`src/rtl/mp64_extmem_arbiter.sv`:
```
// ---------------------------------------------------------------------------
// mp64_extmem_arbiter
//
// Shares the single external-memory PHY port between NUM_REQ on-chip
// requesters (cluster L2 refill, DMA, NIC buffers). It grants requesters in
// round-robin order, one burst at a time. It also drives the PHY
// command/write-beat handshake and counts read beats back to the granted
// requester.
//
// Optional feature macro: MP64_EXTMEM_ARB_TIMEOUT_EN
//   When defined, a read burst that sees no beat for TIMEOUT_CYCLES cycles
//   is aborted with an rsp_err pulse. When undefined, rsp_err_o is tied to 0
//   and a read burst waits for its beats indefinitely.
//
// Parameters:
//   NUM_REQ         number of requesters (2..8)
//   TIMEOUT_CYCLES  read-beat watchdog limit (only with the macro)
//
// Ports:
//   clk_i, rst_i       clock, synchronous active-high reset
//   req_valid_i        per-requester command request, held until rsp_done
//   req_addr_i         burst start address, slice i = [64*i +: 64]
//   req_wen_i          1 = write burst, 0 = read burst
//   req_len_i          beats minus one, slice i = [8*i +: 8]
//   req_wdata_i        current write beat, slice i = [64*i +: 64]
//   req_gnt_o          one-hot grant, held for the whole burst
//   req_wready_o       write beat accepted by the PHY this cycle
//   rsp_rdata_o        shared read data, valid with rsp_rvalid_o
//   rsp_rvalid_o       read beat for requester i this cycle
//   rsp_done_o         one-cycle pulse on the final beat of a burst
//   rsp_err_o          one-cycle pulse when a burst is aborted by timeout
//   phy_req_o          command / write-beat valid towards the PHY
//   phy_addr_o         burst address
//   phy_wen_o          write flag
//   phy_wdata_o        write beat
//   phy_burst_len_o    beats minus one
//   phy_rdata_i        read beat from the PHY
//   phy_rvalid_i       read beat valid
//   phy_ready_i        PHY accepts the current phy_req_o cycle
// ---------------------------------------------------------------------------
module mp64_extmem_arbiter #(
   parameter int NUM_REQ        = 4,
   parameter int TIMEOUT_CYCLES = 1024
) (
   input  logic                   clk_i,
   input  logic                   rst_i,
   input  logic [NUM_REQ-1:0]     req_valid_i,
   input  logic [NUM_REQ*64-1:0]  req_addr_i,
   input  logic [NUM_REQ-1:0]     req_wen_i,
   input  logic [NUM_REQ*8-1:0]   req_len_i,
   input  logic [NUM_REQ*64-1:0]  req_wdata_i,
   output logic [NUM_REQ-1:0]     req_gnt_o,
   output logic [NUM_REQ-1:0]     req_wready_o,
   output logic [63:0]            rsp_rdata_o,
   output logic [NUM_REQ-1:0]     rsp_rvalid_o,
   output logic [NUM_REQ-1:0]     rsp_done_o,
   output logic [NUM_REQ-1:0]     rsp_err_o,
   output logic                   phy_req_o,
   output logic [63:0]            phy_addr_o,
   output logic                   phy_wen_o,
   output logic [63:0]            phy_wdata_o,
   output logic [7:0]             phy_burst_len_o,
   input  logic [63:0]            phy_rdata_i,
   input  logic                   phy_rvalid_i,
   input  logic                   phy_ready_i
);

   localparam int IDX_W = (NUM_REQ > 1) ? $clog2(NUM_REQ) : 1;

   // Reject configurations outside the supported requester range at elaboration.
   if (NUM_REQ < 2 || NUM_REQ > 8 || TIMEOUT_CYCLES < 1) begin : g_bad_cfg
      $error("mp64_extmem_arbiter: unsupported NUM_REQ or TIMEOUT_CYCLES");
   end

   typedef enum logic [1:0] {
      IDLE  = 2'd0,
      CMD   = 2'd1,
      WDATA = 2'd2,
      RDATA = 2'd3
   } state_e;

   state_e             state_q, state_d;
   logic [IDX_W-1:0]   rr_ptr_q, rr_ptr_d;
   logic [IDX_W-1:0]   gnt_idx_q, gnt_idx_d;
   logic [NUM_REQ-1:0] gnt_q, gnt_d;
   logic [7:0]         cnt_q, cnt_d;

   logic [63:0]        sel_addr;
   logic [63:0]        sel_wdata;
   logic               sel_wen;
   logic [7:0]         sel_len;

   logic               pick_found;
   logic [IDX_W-1:0]   pick_idx;
   int                 cand;
   logic [IDX_W-1:0]   cand_idx;
   logic [IDX_W-1:0]   next_ptr;

   logic               done_ev;
   logic               wready_ev;
   logic               rvalid_ev;

`ifdef MP64_EXTMEM_ARB_TIMEOUT_EN
   localparam int TMO_W = $clog2(TIMEOUT_CYCLES + 1);
   logic [TMO_W-1:0]   tmo_q, tmo_d;
   logic               err_ev;
`endif

   // Pick out the command fields of the currently granted requester.
   always_comb begin
      sel_addr  = '0;
      sel_wdata = '0;
      sel_wen   = 1'b0;
      sel_len   = '0;
      for (int i = 0; i < NUM_REQ; i++) begin
         if (gnt_idx_q == IDX_W'(i)) begin
            sel_addr  = req_addr_i[64*i +: 64];
            sel_wdata = req_wdata_i[64*i +: 64];
            sel_wen   = req_wen_i[i];
            sel_len   = req_len_i[8*i +: 8];
         end
      end
   end

   // Round-robin search: first requesting index at or after the pointer,
   // wrapping modulo NUM_REQ.
   always_comb begin
      pick_found = 1'b0;
      pick_idx   = '0;
      cand       = 0;
      cand_idx   = '0;
      for (int k = 0; k < NUM_REQ; k++) begin
         cand = int'(rr_ptr_q) + k;
         if (cand >= NUM_REQ) begin
            cand = cand - NUM_REQ;
         end
         cand_idx = IDX_W'(cand);
         if (!pick_found && req_valid_i[cand_idx]) begin
            pick_found = 1'b1;
            pick_idx   = cand_idx;
         end
      end
   end

   // The requester after the one that just finished gets first priority next.
   assign next_ptr = (gnt_idx_q == IDX_W'(NUM_REQ - 1)) ? '0 : gnt_idx_q + 1'b1;

   // Next-state and output logic. A burst that finishes (done or timeout)
   // clears the grant and goes back to IDLE. This guarantees one idle cycle
   // between bursts, because arbitration only happens in IDLE.
   always_comb begin
      state_d         = state_q;
      rr_ptr_d        = rr_ptr_q;
      gnt_idx_d       = gnt_idx_q;
      gnt_d           = gnt_q;
      cnt_d           = cnt_q;
      phy_req_o       = 1'b0;
      phy_addr_o      = '0;
      phy_wen_o       = 1'b0;
      phy_wdata_o     = '0;
      phy_burst_len_o = '0;
      rsp_rdata_o     = '0;
      done_ev         = 1'b0;
      wready_ev       = 1'b0;
      rvalid_ev       = 1'b0;
`ifdef MP64_EXTMEM_ARB_TIMEOUT_EN
      tmo_d           = tmo_q;
      err_ev          = 1'b0;
`endif

      unique case (state_q)
         IDLE: begin
            if (pick_found) begin
               gnt_idx_d       = pick_idx;
               gnt_d           = '0;
               gnt_d[pick_idx] = 1'b1;
               state_d         = CMD;
            end
         end

         CMD: begin
            phy_req_o       = 1'b1;
            phy_addr_o      = sel_addr;
            phy_wen_o       = sel_wen;
            phy_wdata_o     = sel_wdata;
            phy_burst_len_o = sel_len;
            if (phy_ready_i) begin
               cnt_d = sel_len;
               if (sel_wen) begin
                  // The first write beat travels with the command.
                  wready_ev = 1'b1;
                  if (sel_len == 8'd0) begin
                     done_ev  = 1'b1;
                     gnt_d    = '0;
                     rr_ptr_d = next_ptr;
                     state_d  = IDLE;
                  end else begin
                     state_d = WDATA;
                  end
               end else begin
                  state_d = RDATA;
`ifdef MP64_EXTMEM_ARB_TIMEOUT_EN
                  tmo_d   = '0;
`endif
               end
            end
         end

         WDATA: begin
            phy_req_o       = 1'b1;
            phy_addr_o      = sel_addr;
            phy_wen_o       = sel_wen;
            phy_wdata_o     = sel_wdata;
            phy_burst_len_o = sel_len;
            if (phy_ready_i) begin
               wready_ev = 1'b1;
               if (cnt_q == 8'd1) begin
                  done_ev  = 1'b1;
                  gnt_d    = '0;
                  rr_ptr_d = next_ptr;
                  state_d  = IDLE;
               end else begin
                  cnt_d = cnt_q - 8'd1;
               end
            end
         end

         RDATA: begin
            rsp_rdata_o = phy_rdata_i;
            if (phy_rvalid_i) begin
               rvalid_ev = 1'b1;
`ifdef MP64_EXTMEM_ARB_TIMEOUT_EN
               tmo_d     = '0;
`endif
               if (cnt_q == 8'd0) begin
                  done_ev  = 1'b1;
                  gnt_d    = '0;
                  rr_ptr_d = next_ptr;
                  state_d  = IDLE;
               end else begin
                  cnt_d = cnt_q - 8'd1;
               end
            end
`ifdef MP64_EXTMEM_ARB_TIMEOUT_EN
            else if (tmo_q == TMO_W'(TIMEOUT_CYCLES - 1)) begin
               err_ev   = 1'b1;
               gnt_d    = '0;
               rr_ptr_d = next_ptr;
               state_d  = IDLE;
            end else begin
               tmo_d = tmo_q + 1'b1;
            end
`endif
         end

         default: begin
            state_d = IDLE;
         end
      endcase

      // A reset mid-burst aborts silently, so no event may leak out while
      // reset is held.
      if (rst_i) begin
         done_ev   = 1'b0;
         wready_ev = 1'b0;
         rvalid_ev = 1'b0;
`ifdef MP64_EXTMEM_ARB_TIMEOUT_EN
         err_ev    = 1'b0;
`endif
      end
   end

   // Per-requester pulses are the granted one-hot vector masked by the event.
   assign req_gnt_o    = gnt_q;
   assign req_wready_o = gnt_q & {NUM_REQ{wready_ev}};
   assign rsp_rvalid_o = gnt_q & {NUM_REQ{rvalid_ev}};
   assign rsp_done_o   = gnt_q & {NUM_REQ{done_ev}};
`ifdef MP64_EXTMEM_ARB_TIMEOUT_EN
   assign rsp_err_o    = gnt_q & {NUM_REQ{err_ev}};
`else
   assign rsp_err_o    = '0;
`endif

   // State registers with synchronous reset back to IDLE and pointer zero.
   always_ff @(posedge clk_i) begin
      if (rst_i) begin
         state_q   <= IDLE;
         rr_ptr_q  <= '0;
         gnt_idx_q <= '0;
         gnt_q     <= '0;
         cnt_q     <= '0;
      end else begin
         state_q   <= state_d;
         rr_ptr_q  <= rr_ptr_d;
         gnt_idx_q <= gnt_idx_d;
         gnt_q     <= gnt_d;
         cnt_q     <= cnt_d;
      end
   end

`ifdef MP64_EXTMEM_ARB_TIMEOUT_EN
   // Cycles since the read command was accepted or since the last read beat.
   always_ff @(posedge clk_i) begin
      if (rst_i) begin
         tmo_q <= '0;
      end else begin
         tmo_q <= tmo_d;
      end
   end
`endif

endmodule

```
`config.mk`:
```
export PLATFORM = sky130hd
export DESIGN_NAME = mp64_extmem_arbiter
export DESIGN_NICKNAME = d
export VERILOG_FILES = /design/src/rtl/mp64_extmem_arbiter.sv
export SDC_FILE = /design/constraint.sdc
export NUM_CORES = 1
export LEC_CHECK = 0
export BUFFER_PORTS_ARGS = -buffer_cell sky130_fd_sc_hd__buf_2
export CELL_PAD_IN_SITES_DETAIL_PLACEMENT = 0
export CELL_PAD_IN_SITES_GLOBAL_PLACEMENT = 2
export CORE_AREA = 5 5 323 325
export CTS_CLUSTER_DIAMETER = 40
export CTS_CLUSTER_SIZE = 12
export DETAILED_ROUTE_END_ITERATION = 10
export DIE_AREA = 0 0 328 330
export GPL_TIMING_DRIVEN = 0
export PLACE_DENSITY_LB_ADDON = 0.12
export REMOVE_ABC_BUFFERS = 1
export SLEW_MARGIN = 20
export SYNTH_ARGS = -nofsm -noshare
export SYNTH_HDL_FRONTEND = slang
export SYNTH_SLANG_ARGS = --single-unit
```
`constraint.sdc`:
```
create_clock -name clk_i -period 5.15 [get_ports clk_i]
set_clock_uncertainty 0.1 [all_clocks]
set_input_delay 1.03 -clock clk_i [delete_from_list [all_inputs] [get_ports clk_i]]
set_output_delay 1.03 -clock clk_i [all_outputs]
set_load 0.01 [all_outputs]
```
==> impl_metrics.py <==
metrics = {
    "run_status": {
        "run_status": "completed",
    },
    "synthesis": {
        "ys_ff_latch": 18,
        "synthTopCellsByCount": "and2_1, nor2_1, nand2_1",
        "synth_top_area_share_pct": 19.4,
        "synthesis.area_sq_um": 6520,
        "synthFlopType": "dfxtp_1",
        "synth_warnings": 0,
        "synth.distinct_cells": 49,
        "synth-edff-count": 0,
        "synth_most_common_cell": "and2_1",
        "synth_top_area_cell": "and2_1",
        "netlist_instances": 1166,
        "async_flop_share_pct": 0,
        "synth_area_leaders": "and2_1, a22oi_1, o21ai_0, a21oi_1, nor2_1",
        "syn_area_per_cell_sq_um": 5.59,
        "yosysSeqAreaShare_pct": 5.53,
    },
    "cells_and_area": {
        "fin_util_pct": 12.5,
        "drive_gt1_share_pct": 46.5,
        "n_fill_cell": 12084,
        "fin_nets": 2543,
        "area_growth_syn_to_layout_pct": 94.6,
    },
    "route": {
        "first_pass_iters": 5,
        "maxUsedRoutingLayer": "met5",
        "ant_nets": 0,
        "via_per_inst": 3.46,
        "routed_wl_mm": 66.1,
        "route.layer.met1.wl_mm": 26.1,
        "vias": 11398,
        "met3_wirelength_mm": 5.40,
        "wl_per_cell_um": 20.1,
        "drt_iter0_drc": 442,
        "dr_wl_met2_mm": 33.6,
        "drc": 0,
    },
    "critical_path": {
        "r2r_start": "gnt_idx_q[0]$_SDFFE_PP0P_",
        "critical-path-top-delay-family": "simple AND/OR/NAND/NOR gates",
        "slowest_delay_ns": 0.57,
        "cp_data_arrival_time_ns": 3.76,
        "worst_r2r_endpoint": "req_gnt_o[2]$_SDFFE_PP0P_",
        "critPathRequiredTime_ns": 4.02,
        "reg2regPathDepth": 10,
        "endpoint_kind": "output pin",
        "cp_num_buf_inv": 3,
        "cp_cell_sequence": "inv_1 > ha_4 > buf_16 > or2_2 > a221oi_4 > o22ai_1 > or4_4 > o21ai_1 > a32oi_1 > nor4_2 > buf_2",
        "slowest_stage": "or4_4",
        "critPathLaunchType": "flip-flop",
        "rrSetupSlack_ns": 1.60,
        "cp.depth": 11,
        "worst-setup-path-type": "reg2out",
        "cp_max_fo": 52,
    },
    "grt": {
        "grtUsageTotal_pct": 11.1,
        "grt_pass1_vias": 11187,
        "globalRoute.totalOverflow": 0,
        "grt_pass1_wl_mm": 87.8,
        "antenna_found_initial": 46,
        "grt_start_max_net_pins": 69,
    },
    "pwr": {
        "total_leakage_power_nw": 6.19,
        "max-vdd-ir-drop_uv": 254,
        "power.density_nw_per_um2": 408,
    },
    "clocking": {
        "cts_resized": 0,
        "ctsHoldBuffers": 0,
        "clockBufferDepth": 2,
        "clock_latency_ns": 0.26,
        "cts-root-buf": "clkbuf_16",
        "cts_setup_buffers": 0,
        "htreeDepth": 1,
        "clock_sinks": 18,
        "numCtsBuffers": 3,
        "cts_tree": "yes",
        "clkSlewWorstSetupHoldPaths_ns": 0.06,
    },
    "timing": {
        "fmax_mhz": 204,
        "fin_tns_setup_ns": 0,
        "hold_violations": 0,
        "min_period_ns": 4.89,
        "setup-violations-final": 0,
        "finalMaxSlewViolations": 0,
        "relSlewSlack_pct": 33.4,
        "tightest_slew_ns": 0.991,
        "rsz0062_at_grt": "no",
        "holdWs_ns": 0.402,
        "fin_crit_sh_pct": 95.0,
    },
    "die": {
        "core_sq_um": 101000,
        "start_util_pct": 6.45,
        "die_area_sq_um": 108000,
        "boundaryPins": 842,
        "die-width_um": 328,
        "placementRows": 117,
        "chipHeight_um": 330,
    },
    "hold_path": {
        "hp-class": "reg2reg",
        "min_to": "cnt_q[6]$_SDFFE_PP0P_",
        "whs_path_depth": 2,
        "min_from": "cnt_q[6]$_SDFFE_PP0P_",
    },
    "flow_run": {
        "cap_violations": 0,
    },
    "place": {
        "hpwlAfterDp_mm": 56.5,
        "numPortBuffers": 837,
        "place.gp.congestion": 0.799,
    },
}
worst max-delay path by stage:
stage / startpoint / to
after floorplan: gnt_idx_q[1]$_SDFFE_PP0P_ / rsp_done_o[0]
after global placement: gnt_idx_q[0]$_SDFFE_PP0P_ / phy_addr_o[26]
after detailed placement: gnt_idx_q[0]$_SDFFE_PP0P_ / rsp_done_o[2]
after CTS: gnt_idx_q[0]$_SDFFE_PP0P_ / rsp_done_o[2]
after global routing: gnt_idx_q[0]$_SDFFE_PP0P_ / rsp_done_o[1]
final: gnt_idx_q[0]$_SDFFE_PP0P_ / rsp_done_o[2]
metal layers:
metal	track usage [%]	up-vias
met5	0	-
met4	1.66	12
met3	3.30	68
met2	20.4	545
met1	13.0	5178
li1	-	5595
flip-flops by register name, summed over array words and instances (netlist names):
name,count
state_q,2
gnt_idx_q,2
rr_ptr_q,2
cnt_q,8
req_gnt_o,4
worst min-delay path, stage by stage, from the launching register on:
cell	delay (ns)
dfxtp_1	0.33
inv_1	0.06
a221oi_1	0.06
power by group:
group | total, mW | internal [mW] | leakage, nW | switching, mW
registers | 0.255 | 0.193 | 0.148 | 0.0626
logic | 4.74 | 1.87 | 5.99 | 2.87
clock network | 0.183 | 0.119 | 0.0443 | 0.0640
total | 5.18 | 2.18 | 6.19 | 2.99
layout by cell type, fill, tap and decap left out, types with 4 or more instances in the layout:
master and n:
a22oi_1 129, ha_1 7, a221oi_2 4, buf_2 837, nand2b_1 4, buf_16 13, mux2i_1 4, a21oi_1 135
o32ai_1 5, nor3_1 8, ha_4 4, nand2_1 144, conb_1 4, a211oi_1 5, nor4_1 7, o22ai_1 12
nor2_1 156, o21ai_0 136, a221oi_1 5, nor4_2 4, and2_1 202, inv_1 19, dfxtp_1 18, buf_12 8
diode_2 16
logic make-up (layout without fill, tap and decap cells):
group / count (synthesis) / after routing / synth area share [%]
other: 1 / 20 / 0.0575
buffers and inverters: 141 / 882 / 8.61
AND/OR/NAND/NOR: 538 / 538 / 40.6
adder cells (fa/ha/maj): 12 / 12 / 2.30
AO/OA/AOI/OAI: 451 / 451 / 42.2
flip-flops: 18 / 18 / 5.53
multiplexers: 5 / 5 / 0.787
stage by stage:
step / area [sq um] / instances / worst slack (ns) / power, mW
floorplan: 6040 / 1047 / -4.52 / 2.82
global placement: 11900 / 3252 / -24.86 / 4.23
detailed placement: 12500 / 3274 / 0.373 / 5.13
CTS: 12600 / 3278 / 0.0767 / 5.34
global route: 12700 / 3288 / 0.00501 / 5.72
finish: 12700 / 3294 / 0.258 / 5.18
final cells by class:
| class | instances | area [sq um] | share of cell area [%] |
|---|---|---|---|
| clock buffers | 4 | 88.8 | 0.700 |
| diodes | 16 | 40.0 | 0.315 |
| well taps | 1368 | 1710 | 13.5 |
| repair buffers | 859 | 4710 | 37.1 |
| inverters | 19 | 71.3 | 0.562 |
| flip-flops and latches | 18 | 360 | 2.84 |
| multi-input cells | 1010 | 5710 | 45.0 |
No activity file was read; power rests on OpenSTA's default activity.
